<file path="src/rtl/mem_access_stage_pkg.sv">
// mem_access_stage_pkg
//   Shared RV32I constants for the memory-access stage and its helpers:
//   - major opcodes, including the load/store opcodes that start a memory access
//   - funct3 size/sign encodings for loads and stores
//   - store lane helpers (byte enables, replicated write data) and a
//     misalignment predicate used when MEM_MISALIGN_TRAP_EN is defined
package mem_access_stage_pkg;

  localparam logic [6:0] OPC_LOAD   = 7'b0000011;
  localparam logic [6:0] OPC_STORE  = 7'b0100011;
  localparam logic [6:0] OPC_OP_IMM = 7'b0010011;
  localparam logic [6:0] OPC_OP     = 7'b0110011;
  localparam logic [6:0] OPC_LUI    = 7'b0110111;
  localparam logic [6:0] OPC_AUIPC  = 7'b0010111;
  localparam logic [6:0] OPC_JAL    = 7'b1101111;
  localparam logic [6:0] OPC_JALR   = 7'b1100111;
  localparam logic [6:0] OPC_BRANCH = 7'b1100011;

  localparam logic [2:0] F3_LB  = 3'b000;
  localparam logic [2:0] F3_LH  = 3'b001;
  localparam logic [2:0] F3_LW  = 3'b010;
  localparam logic [2:0] F3_LBU = 3'b100;
  localparam logic [2:0] F3_LHU = 3'b101;
  localparam logic [2:0] F3_SB  = 3'b000;
  localparam logic [2:0] F3_SH  = 3'b001;
  localparam logic [2:0] F3_SW  = 3'b010;

  // Access size lives in funct3[1:0]: 00 byte, 01 half, anything else word.
  function automatic logic [3:0] store_be(input logic [2:0] f3, input logic [1:0] a);
    case (f3[1:0])
      2'b00:   store_be = 4'b0001 << a;
      2'b01:   store_be = 4'b0011 << {a[1], 1'b0};
      default: store_be = 4'b1111;
    endcase
  endfunction

  // Replicating the datum across lanes lets the byte enables pick the target lane.
  function automatic logic [31:0] store_wdata(input logic [2:0] f3, input logic [31:0] rs2);
    case (f3[1:0])
      2'b00:   store_wdata = {4{rs2[7:0]}};
      2'b01:   store_wdata = {2{rs2[15:0]}};
      default: store_wdata = rs2;
    endcase
  endfunction

  function automatic logic is_misaligned(input logic [2:0] f3, input logic [1:0] a);
    case (f3[1:0])
      2'b00:   is_misaligned = 1'b0;
      2'b01:   is_misaligned = a[0];
      default: is_misaligned = (a != 2'b00);
    endcase
  endfunction

endpackage

</file>
<file path="src/rtl/mem_access_stage_load_align.sv">
// mem_access_stage_load_align
//   Combinational load formatter: selects the byte/halfword addressed by the
//   low address bits out of a read word and sign/zero extends it.
//   Ports:
//     rdata_i  [XLEN]  word returned by data memory
//     a_i      [2]     address bits [1:0] of the access
//     funct3_i [3]     load size/sign (LB/LH/LW/LBU/LHU; others act as LW)
//     data_o   [XLEN]  formatted writeback value
module mem_access_stage_load_align
  import mem_access_stage_pkg::*;
#(
  parameter int XLEN = 32
) (
  input  logic [XLEN-1:0] rdata_i,
  input  logic [1:0]      a_i,
  input  logic [2:0]      funct3_i,
  output logic [XLEN-1:0] data_o
);

  logic [XLEN-1:0] byte_sh_s;
  logic [XLEN-1:0] half_sh_s;

  // Shift the addressed lane to bit 0, then extend according to funct3.
  always_comb begin
    byte_sh_s = rdata_i >> {a_i, 3'b000};
    // Halfword select ignores a[0]: misaligned halves fall back to the aligned one.
    half_sh_s = rdata_i >> {a_i[1], 4'b0000};
    case (funct3_i)
      F3_LB:   data_o = {{(XLEN-8){byte_sh_s[7]}}, byte_sh_s[7:0]};
      F3_LH:   data_o = {{(XLEN-16){half_sh_s[15]}}, half_sh_s[15:0]};
      F3_LBU:  data_o = {{(XLEN-8){1'b0}}, byte_sh_s[7:0]};
      F3_LHU:  data_o = {{(XLEN-16){1'b0}}, half_sh_s[15:0]};
      default: data_o = rdata_i;
    endcase
  end

endmodule

</file>
<file path="src/rtl/mem_access_stage.sv">
// mem_access_stage
//   RV32I memory-access stage between execute and writeback. Non-memory
//   instructions pass through with one cycle of latency; loads/stores issue a
//   held request on the data-memory bus and stall execute until ack.
//   Ports:
//     clk, rst_n                      clock, async active-low reset
//     i_valid / o_ready               execute handshake (o_ready = IDLE)
//     i_opcode, i_funct3, i_rd        instruction fields
//     i_alu_result, i_rs2_data        address/result and store data
//     o_dmem_req/we/addr/wdata/be     data-memory request (held until ack)
//     i_dmem_ack, i_dmem_rdata        single-cycle completion and read data
//     o_valid, o_wb_data, o_opcode, o_rd  registered writeback bundle
//   Optional: define MEM_MISALIGN_TRAP_EN to add o_misalign and turn
//   misaligned half/word accesses into a flagged, memory-less completion.
module mem_access_stage
  import mem_access_stage_pkg::*;
#(
  parameter int XLEN   = 32,
  parameter int ADDR_W = 32
) (
  input  logic              clk,
  input  logic              rst_n,
  input  logic              i_valid,
  output logic              o_ready,
  input  logic [6:0]        i_opcode,
  input  logic [2:0]        i_funct3,
  input  logic [XLEN-1:0]   i_alu_result,
  input  logic [XLEN-1:0]   i_rs2_data,
  input  logic [4:0]        i_rd,
  output logic              o_dmem_req,
  output logic              o_dmem_we,
  output logic [ADDR_W-1:0] o_dmem_addr,
  output logic [XLEN-1:0]   o_dmem_wdata,
  output logic [3:0]        o_dmem_be,
  input  logic              i_dmem_ack,
  input  logic [XLEN-1:0]   i_dmem_rdata,
  output logic              o_valid,
  output logic [XLEN-1:0]   o_wb_data,
  output logic [6:0]        o_opcode,
  output logic [4:0]        o_rd
`ifdef MEM_MISALIGN_TRAP_EN
  ,output logic             o_misalign
`endif
);

  localparam logic ST_IDLE = 1'b0;
  localparam logic ST_REQ  = 1'b1;

  logic              state_q, state_d;
  logic              req_q, req_d;
  logic              we_q, we_d;
  logic [ADDR_W-1:0] addr_q, addr_d;
  logic [XLEN-1:0]   wdata_q, wdata_d;
  logic [3:0]        be_q, be_d;
  logic              valid_q, valid_d;
  logic [XLEN-1:0]   wb_data_q, wb_data_d;
  logic [6:0]        opcode_q, opcode_d;
  logic [4:0]        rd_q, rd_d;
  logic [2:0]        funct3_q, funct3_d;
  logic [1:0]        a_q, a_d;
  logic              is_mem_s, is_store_s, mis_s;
  logic [XLEN-1:0]   load_data_s;
`ifdef MEM_MISALIGN_TRAP_EN
  logic              misalign_q, misalign_d;
`endif

  mem_access_stage_load_align #(.XLEN(XLEN)) u_load_align (
    .rdata_i  (i_dmem_rdata),
    .a_i      (a_q),
    .funct3_i (funct3_q),
    .data_o   (load_data_s)
  );

  // Decode of the incoming instruction.
  always_comb begin
    is_store_s = (i_opcode == OPC_STORE);
    is_mem_s   = (i_opcode == OPC_LOAD) || is_store_s;
`ifdef MEM_MISALIGN_TRAP_EN
    mis_s      = is_mem_s && is_misaligned(i_funct3, i_alu_result[1:0]);
`else
    mis_s      = 1'b0;
`endif
  end

  // State register.
  always_ff @(posedge clk or negedge rst_n) begin
    if (!rst_n) begin
      state_q <= ST_IDLE;
    end else begin
      state_q <= state_d;
    end
  end

  // Next-state logic: leave IDLE only for an aligned (or masked) memory op.
  always_comb begin
    state_d = state_q;
    case (state_q)
      ST_IDLE: begin
        if (i_valid && is_mem_s && !mis_s) begin
          state_d = ST_REQ;
        end else begin
          state_d = ST_IDLE;
        end
      end
      ST_REQ: begin
        if (i_dmem_ack) begin
          state_d = ST_IDLE;
        end else begin
          state_d = ST_REQ;
        end
      end
      default: state_d = ST_IDLE;
    endcase
  end

  // Output logic: next values for the registered bus and writeback bundle.
  always_comb begin
    req_d     = req_q;
    we_d      = we_q;
    addr_d    = addr_q;
    wdata_d   = wdata_q;
    be_d      = be_q;
    valid_d   = 1'b0;
    wb_data_d = wb_data_q;
    opcode_d  = opcode_q;
    rd_d      = rd_q;
    funct3_d  = funct3_q;
    a_d       = a_q;
`ifdef MEM_MISALIGN_TRAP_EN
    misalign_d = 1'b0;
`endif
    case (state_q)
      ST_IDLE: begin
        if (i_valid && is_mem_s && !mis_s) begin
          req_d    = 1'b1;
          we_d     = is_store_s;
          addr_d   = {i_alu_result[ADDR_W-1:2], 2'b00};
          be_d     = is_store_s ? store_be(i_funct3, i_alu_result[1:0]) : 4'b1111;
          wdata_d  = is_store_s ? store_wdata(i_funct3, i_rs2_data) : {XLEN{1'b0}};
          opcode_d = i_opcode;
          rd_d     = i_rd;
          funct3_d = i_funct3;
          a_d      = i_alu_result[1:0];
        end else if (i_valid) begin
          // Pass-through, or a trapped misaligned access completing without memory.
          valid_d   = 1'b1;
          wb_data_d = mis_s ? {XLEN{1'b0}} : i_alu_result;
          opcode_d  = i_opcode;
          rd_d      = i_rd;
`ifdef MEM_MISALIGN_TRAP_EN
          misalign_d = mis_s;
`endif
        end else begin
          valid_d = 1'b0;
        end
      end
      ST_REQ: begin
        if (i_dmem_ack) begin
          req_d     = 1'b0;
          valid_d   = 1'b1;
          // Stores still report completion so writeback can see the opcode.
          wb_data_d = we_q ? {XLEN{1'b0}} : load_data_s;
        end else begin
          req_d = 1'b1;
        end
      end
      default: req_d = 1'b0;
    endcase
  end

  // Datapath registers; reset drops any outstanding request.
  always_ff @(posedge clk or negedge rst_n) begin
    if (!rst_n) begin
      req_q     <= 1'b0;
      we_q      <= 1'b0;
      addr_q    <= {ADDR_W{1'b0}};
      wdata_q   <= {XLEN{1'b0}};
      be_q      <= 4'b0000;
      valid_q   <= 1'b0;
      wb_data_q <= {XLEN{1'b0}};
      opcode_q  <= 7'd0;
      rd_q      <= 5'd0;
      funct3_q  <= 3'd0;
      a_q       <= 2'd0;
`ifdef MEM_MISALIGN_TRAP_EN
      misalign_q <= 1'b0;
`endif
    end else begin
      req_q     <= req_d;
      we_q      <= we_d;
      addr_q    <= addr_d;
      wdata_q   <= wdata_d;
      be_q      <= be_d;
      valid_q   <= valid_d;
      wb_data_q <= wb_data_d;
      opcode_q  <= opcode_d;
      rd_q      <= rd_d;
      funct3_q  <= funct3_d;
      a_q       <= a_d;
`ifdef MEM_MISALIGN_TRAP_EN
      misalign_q <= misalign_d;
`endif
    end
  end

  // Port mapping; o_ready is the only output decoded from state.
  always_comb begin
    o_ready      = (state_q == ST_IDLE);
    o_dmem_req   = req_q;
    o_dmem_we    = we_q;
    o_dmem_addr  = addr_q;
    o_dmem_wdata = wdata_q;
    o_dmem_be    = be_q;
    o_valid      = valid_q;
    o_wb_data    = wb_data_q;
    o_opcode     = opcode_q;
    o_rd         = rd_q;
`ifdef MEM_MISALIGN_TRAP_EN
    o_misalign   = misalign_q;
`endif
  end

endmodule
</file>
<file path="config.mk">
export PLATFORM = sky130hd
export DESIGN_NAME = mem_access_stage
export DESIGN_NICKNAME = d
export VERILOG_FILES = /design/src/rtl/mem_access_stage_pkg.sv /design/src/rtl/mem_access_stage_load_align.sv /design/src/rtl/mem_access_stage.sv
export SDC_FILE = /design/constraint.sdc
export NUM_CORES = 1
export LEC_CHECK = 0
export BUFFER_PORTS_ARGS = -buffer_cell sky130_fd_sc_hd__buf_2
export CAP_MARGIN = 20
export CELL_PAD_IN_SITES_DETAIL_PLACEMENT = 0
export CELL_PAD_IN_SITES_GLOBAL_PLACEMENT = 1
export CORE_AREA = 4 4 149 151
export CTS_CLUSTER_SIZE = 30
export DETAILED_ROUTE_END_ITERATION = 12
export DIE_AREA = 0 0 153 155
export PLACE_DENSITY_LB_ADDON = 0.3
export SLEW_MARGIN = 20
export SYNTH_ARGS = -nofsm -noshare
export SYNTH_HDL_FRONTEND = slang
export SYNTH_HIERARCHICAL = 1
export SYNTH_SLANG_ARGS = --single-unit
</file>
<file path="constraint.sdc">
create_clock -name clk -period 2 [get_ports clk]
set_clock_uncertainty 0.2 [all_clocks]
set_input_delay 0.4 -clock clk [delete_from_list [all_inputs] [get_ports clk]]
set_output_delay 0.4 -clock clk [all_outputs]
set_load 0.05 [all_outputs]
</file>
== Word level (Yosys, flattened, before mapping) ==
Cells that the tools add are included.

* Register bits after elaboration: 119
* Input port bits: 115
* Output and inout port bits: 116
* Logic and storage cells: 58

* Equal/unequal tests: 10
* Shift-type cells: 4
* Muxes and demuxes: 23
* Bitwise operators: 1
* Reduce and logical (&&, ||, !) cells: 8

{| class="wikitable"
|+ Operators by type and width
! kind !! number
|-
| $mux 32 || 5
|-
| $pmux 32 s2 || 2
|-
| $pmux 32 s4 || 1
|-
| $shr 32x5->16 || 1
|-
| $shr 32x5->8 || 1
|-
| $mux 7 || 2
|-
| $mux 5 || 2
|-
| $pmux 4 s2 || 1
|-
| $eq 7x2->1 const B || 1
|-
| $eq 7x6->1 const B || 1
|-
| $eq 3x3->1 const B || 2
|-
| $mux 1 || 6
|-
| $ne 2x2->1 const B || 3
|-
| $pmux 1 s2 || 3
|-
| $mux 4 || 1
|-
| $reduce_and 2->1 || 2
|-
| $shl 1x2->4 const A || 1
|-
| $shl 2x2->4 const A || 1
|-
| $eq 3x1->1 const B || 1
|-
| $logic_not 3->1 || 1
|-
| $reduce_and 3->1 || 1
|-
| $eq 2x1->1 const B || 1
|-
| $logic_not 2->1 || 1
|-
| $ne 2x1->1 const B || 1
|-
| other kinds (4) || 4
|}

== Longest topological paths before layout ==
Gate-level depths: netlist of run 1.

* Word-level depth: 5
* Mapped depth: 8
* Mapped depth without buffers: 6

== Hierarchy ==
The synthesis of run 1 kept the hierarchy.

{| class="wikitable"
|+ By module, submodules not included
! module !! instances !! cells each !! area each (µm²) !! sequential area each (µm²)
|-
| mem_access_stage || 1 || 617 || 6417.4 || 2977.9
|-
| mem_access_stage_load_align || 1 || 118 || 799.5 || 0.0
|}

== Least setup slack after synthesis of run 1 ==
Ideal clock, no wire load.

* Path kind: input to register
* From: in i_opcode[4]
* To: reg a_q[1]
* Setup time: 125 ps
* Arrival time: 1864 ps
* Data required time: 1675 ps
* Path slack: -189 ps
* Stages: 6
* Path buffers: 3
* Cells stage by stage: or4b_1 -> buf_2 -> or2_1 -> buf_4 -> buf_6 -> mux2_4

* Word-level cells in the longest chain between the ends: 4
* Elaborated cells on any way between the ends: 5
* Classes of those cells: 2 x eq/ne; 3 x reduce/logical

{| class="wikitable"
|+ Ends and longest elaborated chain
! what !! line !! source
|-
| from (decl) || mem_access_stage.sv:25 || <nowiki>input logic [6:0] i_opcode,</nowiki>
|-
| $eq 7x2->1 / $eq 7x6->1 (equally long branches) || mem_access_stage.sv:77, mem_access_stage.sv:76 ||
|-
| $logic_or 1x1->1 * || mem_access_stage.sv:77 || <nowiki>is_mem_s = (i_opcode == OPC_LOAD) || is_store_s;</nowiki>
|-
| $logic_and 1x1->1 * || mem_access_stage.sv:134 || <nowiki>if (i_valid && is_mem_s && !mis_s) begin</nowiki>
|-
| $reduce_and 2->1 (no source line) * || - ||
|-
| to (signal assigned) || mem_access_stage.sv:184 || <nowiki>a_q <= 2'd0;</nowiki>
|-
| to (signal assigned) || mem_access_stage.sv:199 || <nowiki>a_q <= a_d;</nowiki>
|-
| to (decl) || mem_access_stage.sv:60 || <nowiki>logic [1:0] a_q, a_d;</nowiki>
|}

Every way passes the cells marked *; elsewhere a longest branch is shown, timed or not.
A chain may end at the register's enable or synchronous reset.

== Final worst setup path of run 1 ==
* From: reg state_q
* To: reg addr_q[10] (netlist: o_dmem_addr[10])

* Word-level cells in the longest chain between the ends: 2

{| class="wikitable"
|+ Ends and longest elaborated chain
! what !! line !! source
|-
| from (decl) || mem_access_stage.sv:49 || <nowiki>logic state_q, state_d;</nowiki>
|-
| from (signal assigned) || mem_access_stage.sv:90 || <nowiki>state_q <= state_d;</nowiki>
|-
| $not 1->1 (no source line) || - ||
|-
| $reduce_and 2->1 (no source line) || - ||
|-
| to (signal assigned) || mem_access_stage.sv:176 || <nowiki>addr_q <= {ADDR_W{1'b0}};</nowiki>
|-
| to (signal assigned) || mem_access_stage.sv:191 || <nowiki>addr_q <= addr_d;</nowiki>
|-
| to (decl) || mem_access_stage.sv:52 || <nowiki>logic [ADDR_W-1:0] addr_q, addr_d;</nowiki>
|}

Every way passes these cells.

==> out/results.tsv, run 1 <==
stage	metric	value	unit
job	cap_violations	0	
final_layout	final_util	45.8	%
final_layout	post-route-cell-area	9540	µm²
floorplan	start_util	34.7	%
final_layout	syn_to_final_growth	32.1	%
drt	ant_nets	0	
final_layout	multi_input_area	3960	µm²
power_and_ir_drop	seqPwrFrac	32.7	%
min_path	min_path_type	in2reg	
min_path	holdPathStages	2	
global_routing	overflow	0	
sta	finalCritPeriodShare	105	%
power_and_ir_drop	p_clk_share	35.8	%
floorplan	fp.dieH	155	µm
yosys	synth_seq_area_share	41.3	%
sta	max_slew.worst_pin.slew	0.996	ns
clock_network	clk_path_buf_depth	2	
floorplan	rows	53	
sta	fin_ws	-0.0921	ns
drt	via_count	6488	
floorplan	core-area	20800	µm²
final_layout	antenna_cells	0	
final_layout	ff_latch_area	2980	µm²
sta	slew_headroom	33.3	%
drt	drc	0	
yosys	avgSynthCellArea	9.82	µm²
yosys	ys_warn_count	6	
placement	placed_area	8840	µm²
global_routing	grt_max_degree	66	
yosys	synth.distinct_cells	41	
clock_network	clk_pin_slew	0.06	ns
worst_setup_path	r2r-end	o_dmem_addr[10]	
sta	hold_viol_final	0	
sta	finalSetupViolCount	45	
final_layout	drive_gt1_share	41.5	%
worst_setup_path	r2r_setup_slack	-0.09	ns
drt	viasPerCell	5.23	
status	outcome	complete, but fails checks	
drt	dr.first_iter.drc_count	348	
power_and_ir_drop	p_int	5.51	mW
worst_setup_path	end_kind	register	
worst_setup_path	r2r-start	state_q	
power_and_ir_drop	cellPowerDensity	916	nW/µm²
worst_setup_path	path_max_fanout	44	
power_and_ir_drop	p_sw	3.22	mW
global_routing	grt.total_usage	19.1	%
placement	placed_cells	1203	
worst_setup_path	required	2.10	ns
placement	io_buffers	228	
clock_network	cts_made_buffers	17	
global_routing	grt_pass1_wl	36500	µm
clock_network	clock_latency	0.42	ns
worst_setup_path	crit_arrival	2.19	ns
worst_setup_path	critPathLaunchType	register	
final_layout	final_common_cell	buf_2	
final_layout	layout.nets	1068	
floorplan	die_area	23700	µm²
final_layout	mostFrequentLayoutCells	buf_2 (227), dfrtp_1 (118), nand2_1 (82), o21ai_0 (45)	
clock_network	tritoncts	yes	
worst_setup_path	crit_type	reg2reg	
power_and_ir_drop	p_leak	4.67	nW
floorplan	die_w	153	µm
floorplan	pin_count	231	
power_and_ir_drop	ir_worst_vdd	0.000596	V
yosys	syn_area	7220	µm²
global_routing	grt_pass1_vias	6627	
global_routing	antenna_found_initial	1	
sta	timing.fmax	478	MHz
status	failed_checks	setup timing	
sta	rsz0062_at_grt	true	
final_layout	nFillCells	2083	
power_and_ir_drop	sw_frac_of_total	36.9	%
min_path	hp-start	i_rd[4]	
yosys	ys_seq_elements	119	
drt	totalWireLength	22800	µm
placement	gp_congestion	0.850	
clock_network	cts_root_buf	clkbuf_16	
clock_network	cts.htree.levels	4	
worst_setup_path	r2r.worst_path.cells	4	
sta	hold_slack	0.0203	ns
final_layout	final_cells	1241	
min_path	holdPathEnd	o_rd[4]	
power_and_ir_drop	pwr-share-comb	31.5	%
clock_network	clock-sinks	119	
placement	dp_hpwl	16100	µm
drt	dr.pass1.iters	4	
yosys	synthCells	735	
sta	slew_violations	0	
drt	wl_per_cell	18.4	µm
sta	fin_crit	2.09	ns
per-stage QoR:
stage	worst slack [ns]	total power, mW	TNS (ns)
2_1_floorplan	-0.176	4.84	-9.40
5_1_grt	-0.123	9.15	-6.72
3_5_place_dp	-0.167	5.64	-10.31
6_report	-0.0921	8.73	-2.51
4_1_cts	-0.0849	8.82	-2.80
3_3_place_gp	-0.164	5.62	-9.45
sequential cells by signal, summed over array words and instances (netlist names):
| register | flops |
|---|---|
| state_q | 1 |
| funct3_q | 3 |
| o_rd | 5 |
| o_valid | 1 |
| o_dmem_be | 4 |
| o_dmem_wdata | 32 |
| o_dmem_req | 1 |
| a_q | 2 |
| o_wb_data | 32 |
| o_opcode | 7 |
| o_dmem_we | 1 |
| o_dmem_addr | 30 |
worst max-delay path, cell delays in order, from the launching register on:
cell and delay [ns]:
dfrtp_2 0.41, or4b_4 0.55, or2_4 0.27, buf_12 0.19, mux2_4 0.32
how the worst max path moves through the flow:
stage / startpoint / to / depth (start not counted)
global placement: i_opcode[4] / o_dmem_addr[10] / 5
detailed placement: i_opcode[4] / o_dmem_addr[4] / 5
floorplan: state_q / a_q[1] / 6
finish: state_q / o_dmem_addr[10] / 4
global route: state_q / o_dmem_addr[10] / 4
CTS: state_q / o_dmem_addr[10] / 4
metal layers:
metal / wire (µm) / global-route usage (%) / vias up
li1: - / - / 3098
met3: 2000 / 6.73 / 25
met1: 10300 / 25.7 / 3137
met2: 10200 / 29.4 / 226
met4: 300 / 5.30 / 2
met5: 13 / 0 / -
cell families (layout without fill, tap and decap cells):
family | after synthesis | count (layout) | synth area share (%)
other cells | 1 | 2 | 0.0520
flops | 119 | 119 | 41.3
mux | 90 | 90 | 15.1
compound gates | 204 | 204 | 20.1
simple gates | 241 | 241 | 18.4
buf+inv | 80 | 310 | 5.15
repair_timing:
action | CTS | global route
hold buffers | 6 | 0
buffers inserted | 0 | 0
pin swaps | 0 | 4
gates resized for setup | 0 | 10
endpoints found under the hold margin | 46 | 0
setup endpoints to repair | 48 | 91
cell usage after synthesis, drive strengths merged:
library cell,count,share of area (%)
nor4bb,1,0.14
or2,1,0.087
mux2,51,9.5
o31ai,16,1.7
nor3,2,0.21
nand3b,40,4.2
mux4,1,0.31
buf,22,2.1
o21ai,46,3.2
a22o,16,1.9
nand3,32,2.2
or2b,1,0.10
o22a,8,0.97
or4b,1,0.14
and2,1,0.12
a31o,32,3.9
dfrtp,119,41
nand4bb,1,0.16
o31a,32,3.9
nor2b,42,3.6
o21a,1,0.10
a21o,2,0.21
clkinv,1,0.052
a21oi,41,2.8
a221o,8,1.1
nand2b,33,2.9
nor3b,1,0.10
conb,1,0.052
o211ai,1,0.10
nor2,3,0.16
inv,3,0.16
a22oi,1,0.17
clkbuf,54,2.8
mux2i,38,5.3
nand2,82,4.3
power groups by stage:
stage                     clock, mW  sequential, mW  combinational, mW
after global placement            0            2.89               2.73
after detailed placement          0            2.89               2.74
after floorplan                   0            3.77               1.06
after global routing           3.31            2.90               2.94
after CTS                      3.21            2.86               2.76
final                          3.12            2.86               2.75
layout make-up:
type                       instances  area share, %
sequential                       119           31.2
multi-input combinational        537           41.5
clock buffer                      17           4.46
inverter                           4          0.157
timing repair buffer             274           17.3
clock inverter                    15           1.75
tap                              275           3.61
(Power assumes the default switching activity.)
==> inputs of run 2 (changes only) <==
--- a/config.mk
+++ b/config.mk
@@ -7,12 +7,11 @@
 export LEC_CHECK = 0
 export BUFFER_PORTS_ARGS = -buffer_cell sky130_fd_sc_hd__buf_2
 export CAP_MARGIN = 20
-export CELL_PAD_IN_SITES_DETAIL_PLACEMENT = 0
-export CELL_PAD_IN_SITES_GLOBAL_PLACEMENT = 1
-export CORE_AREA = 4 4 149 151
+export CORE_AREA = 4 4 129 131
 export CTS_CLUSTER_SIZE = 30
 export DETAILED_ROUTE_END_ITERATION = 12
-export DIE_AREA = 0 0 153 155
+export DIE_AREA = 0 0 133 135
+export MAX_ROUTING_LAYER = met4
 export PLACE_DENSITY_LB_ADDON = 0.3
 export SLEW_MARGIN = 20
 export SYNTH_ARGS = -nofsm -noshare
==> out/results.tsv, run 2 (synthesized netlist as in run 1, its figures left out) <==
stage	metric	value	unit
status	outcome	complete, but fails checks	
status	failed_checks	setup timing	
sta	max_slew.worst_pin.slew	0.925	ns
floorplan	core-area	15600	µm²
sta	fin_ws	-0.107	ns
clock_network	tritoncts	yes	
global_routing	busiest_layer	met2	
clock_network	cts_made_buffers	17	
drt	via_count	6644	
final_layout	mostFrequentLayoutCells	buf_2 (226), dfrtp_1 (118), nand2_1 (66), o21ai_0 (43)	
worst_setup_path	crit_arrival	2.21	ns
clock_network	clk_path_buf_depth	2	
sta	fin_crit	2.11	ns
power_and_ir_drop	finalPower	8.99	mW
global_routing	use_met2	38.8	%
power_and_ir_drop	ir_worst_vdd	0.000633	V
global_routing	grt_max_degree	68	
clock_network	clock_latency	0.42	ns
sta	final.setup.tns	-6.14	ns
clock_network	cts.htree.levels	4	
global_routing	grt_pass1_vias	6498	
clock_network	cts_root_buf	clkbuf_16	
global_routing	overflow	0	
drt	viasPerCell	5.59	
placement	placed_cells	1146	
floorplan	pin_count	231	
power_and_ir_drop	p_leak	4.77	nW
sta	slew_violations	0	
floorplan	rows	46	
global_routing	gr-usage-met3	7.15	%
final_layout	drive_gt1_share	43.9	%
final_layout	ff_latch_area	2980	µm²
sta	finalCritPeriodShare	105	%
sta	timing.fmax	475	MHz
drt	dr.pass1.iters	6	
sta	rsz0062_at_grt	true	
sta	slew_headroom	38.1	%
final_layout	final_common_cell	buf_2	
final_layout	post-route-cell-area	9740	µm²
final_layout	multi_input_area	4050	µm²
drt	drc	0	
global_routing	grt.total_usage	24.8	%
worst_setup_path	crit_type	reg2reg	
sta	hold_slack	0.0181	ns
worst_setup_path	end_kind	register	
worst_setup_path	critPathLaunchType	register	
final_layout	nFillCells	1349	
floorplan	die_w	133	µm
floorplan	start_util	46.3	%
job	cap_violations	0	
placement	post-place-ws	-0.185	ns
final_layout	syn_to_final_growth	35.0	%
drt	ant_nets	0	
global_routing	grtUsageMet1	31.6	%
clock_network	clock-sinks	119	
worst_setup_path	required	2.10	ns
worst_setup_path	path_max_fanout	23	
sta	finalSetupViolCount	85	
floorplan	fp.dieH	135	µm
placement	gp_congestion	0.938	
clock_network	clk_pin_slew	0.06	ns
drt	wl_per_cell	18.7	µm
sta	hold_viol_final	0	
power_and_ir_drop	cellPowerDensity	923	nW/µm²
final_layout	final_cells	1189	
global_routing	antenna_found_initial	1	
placement	io_buffers	228	
placement	dp_hpwl	15300	µm
global_routing	grt_pass1_wl	34600	µm
floorplan	die_area	18000	µm²
drt	totalWireLength	22200	µm
final_layout	final_util	62.5	%
placement	placed_area	8790	µm²
final_layout	layout.nets	1074	
drt	dr.first_iter.drc_count	549	
min_path	min_path_type	in2reg	
==> run 2: changes by cell type in the layout (fill, tap and decap cells not counted), moves of 2 or more <==
cell,change
nand2_1,-16
nand2_2,+9
nand2_4,+7
buf_12,+4
clkbuf_16,+3
clkbuf_8,+2
clkinv_2,-2
dlygate4sd3_1,-2
inv_6,-2
o21ai_0,-2
==> run 2: final timing paths <==
path                             start               to  slack (ns)  cells past startpoint
max                            state_q  o_dmem_addr[24]       -0.11                      4
min                            i_rd[3]          o_rd[3]        0.02                      2
max reg2reg                    state_q  o_dmem_addr[24]       -0.11                      4
min reg2reg                o_opcode[5]      o_opcode[5]        0.28                      2
max in group asynchronous        rst_n      o_opcode[0]        0.76                      3
min in group asynchronous        rst_n     o_wb_data[4]        0.25                      2
==> run 2: final cells by class <==
class	instances	share of cell area (%)
diodes	1	0.0257
clock inverters	12	1.70
inverters	4	0.180
clock buffers	20	4.69
well taps	216	2.77
multi-input cells	537	41.6
flip-flops and latches	119	30.6
repair buffers	280	18.5
==> run 2: worst max-delay path: stages, from the launching register on <==
cell	delay [ns]
dfrtp_2	0.43
or4b_4	0.55
or2_4	0.29
buf_12	0.18
mux2_4	0.31
==> run 2: repair_timing <==
item | in CTS | in global routing
cloned | 0 | 3
resized for setup | 15 | 35
endpoints found under the setup margin | 81 | 88
setup buffers | 1 | 2
hold endpoints to repair | 24 | 0
hold buffers | 4 | 0
pin swaps | 0 | 17
==> run 2: routing by layer <==
metal | part of all wire, % | vias to the layer above
met5 | 0 | -
met4 | 1.6 | 0
met3 | 8.7 | 31
met2 | 48 | 261
met1 | 42 | 3234
li1 | - | 3118
==> run 2: report_power, final <==
part	switching, mW	internal (mW)	total [mW]	leakage, nW
logic	1.84	1.04	2.88	2.95
registers	0.179	2.68	2.85	1.53
clock network	1.21	2.05	3.26	0.294
total	3.23	5.76	8.99	4.77
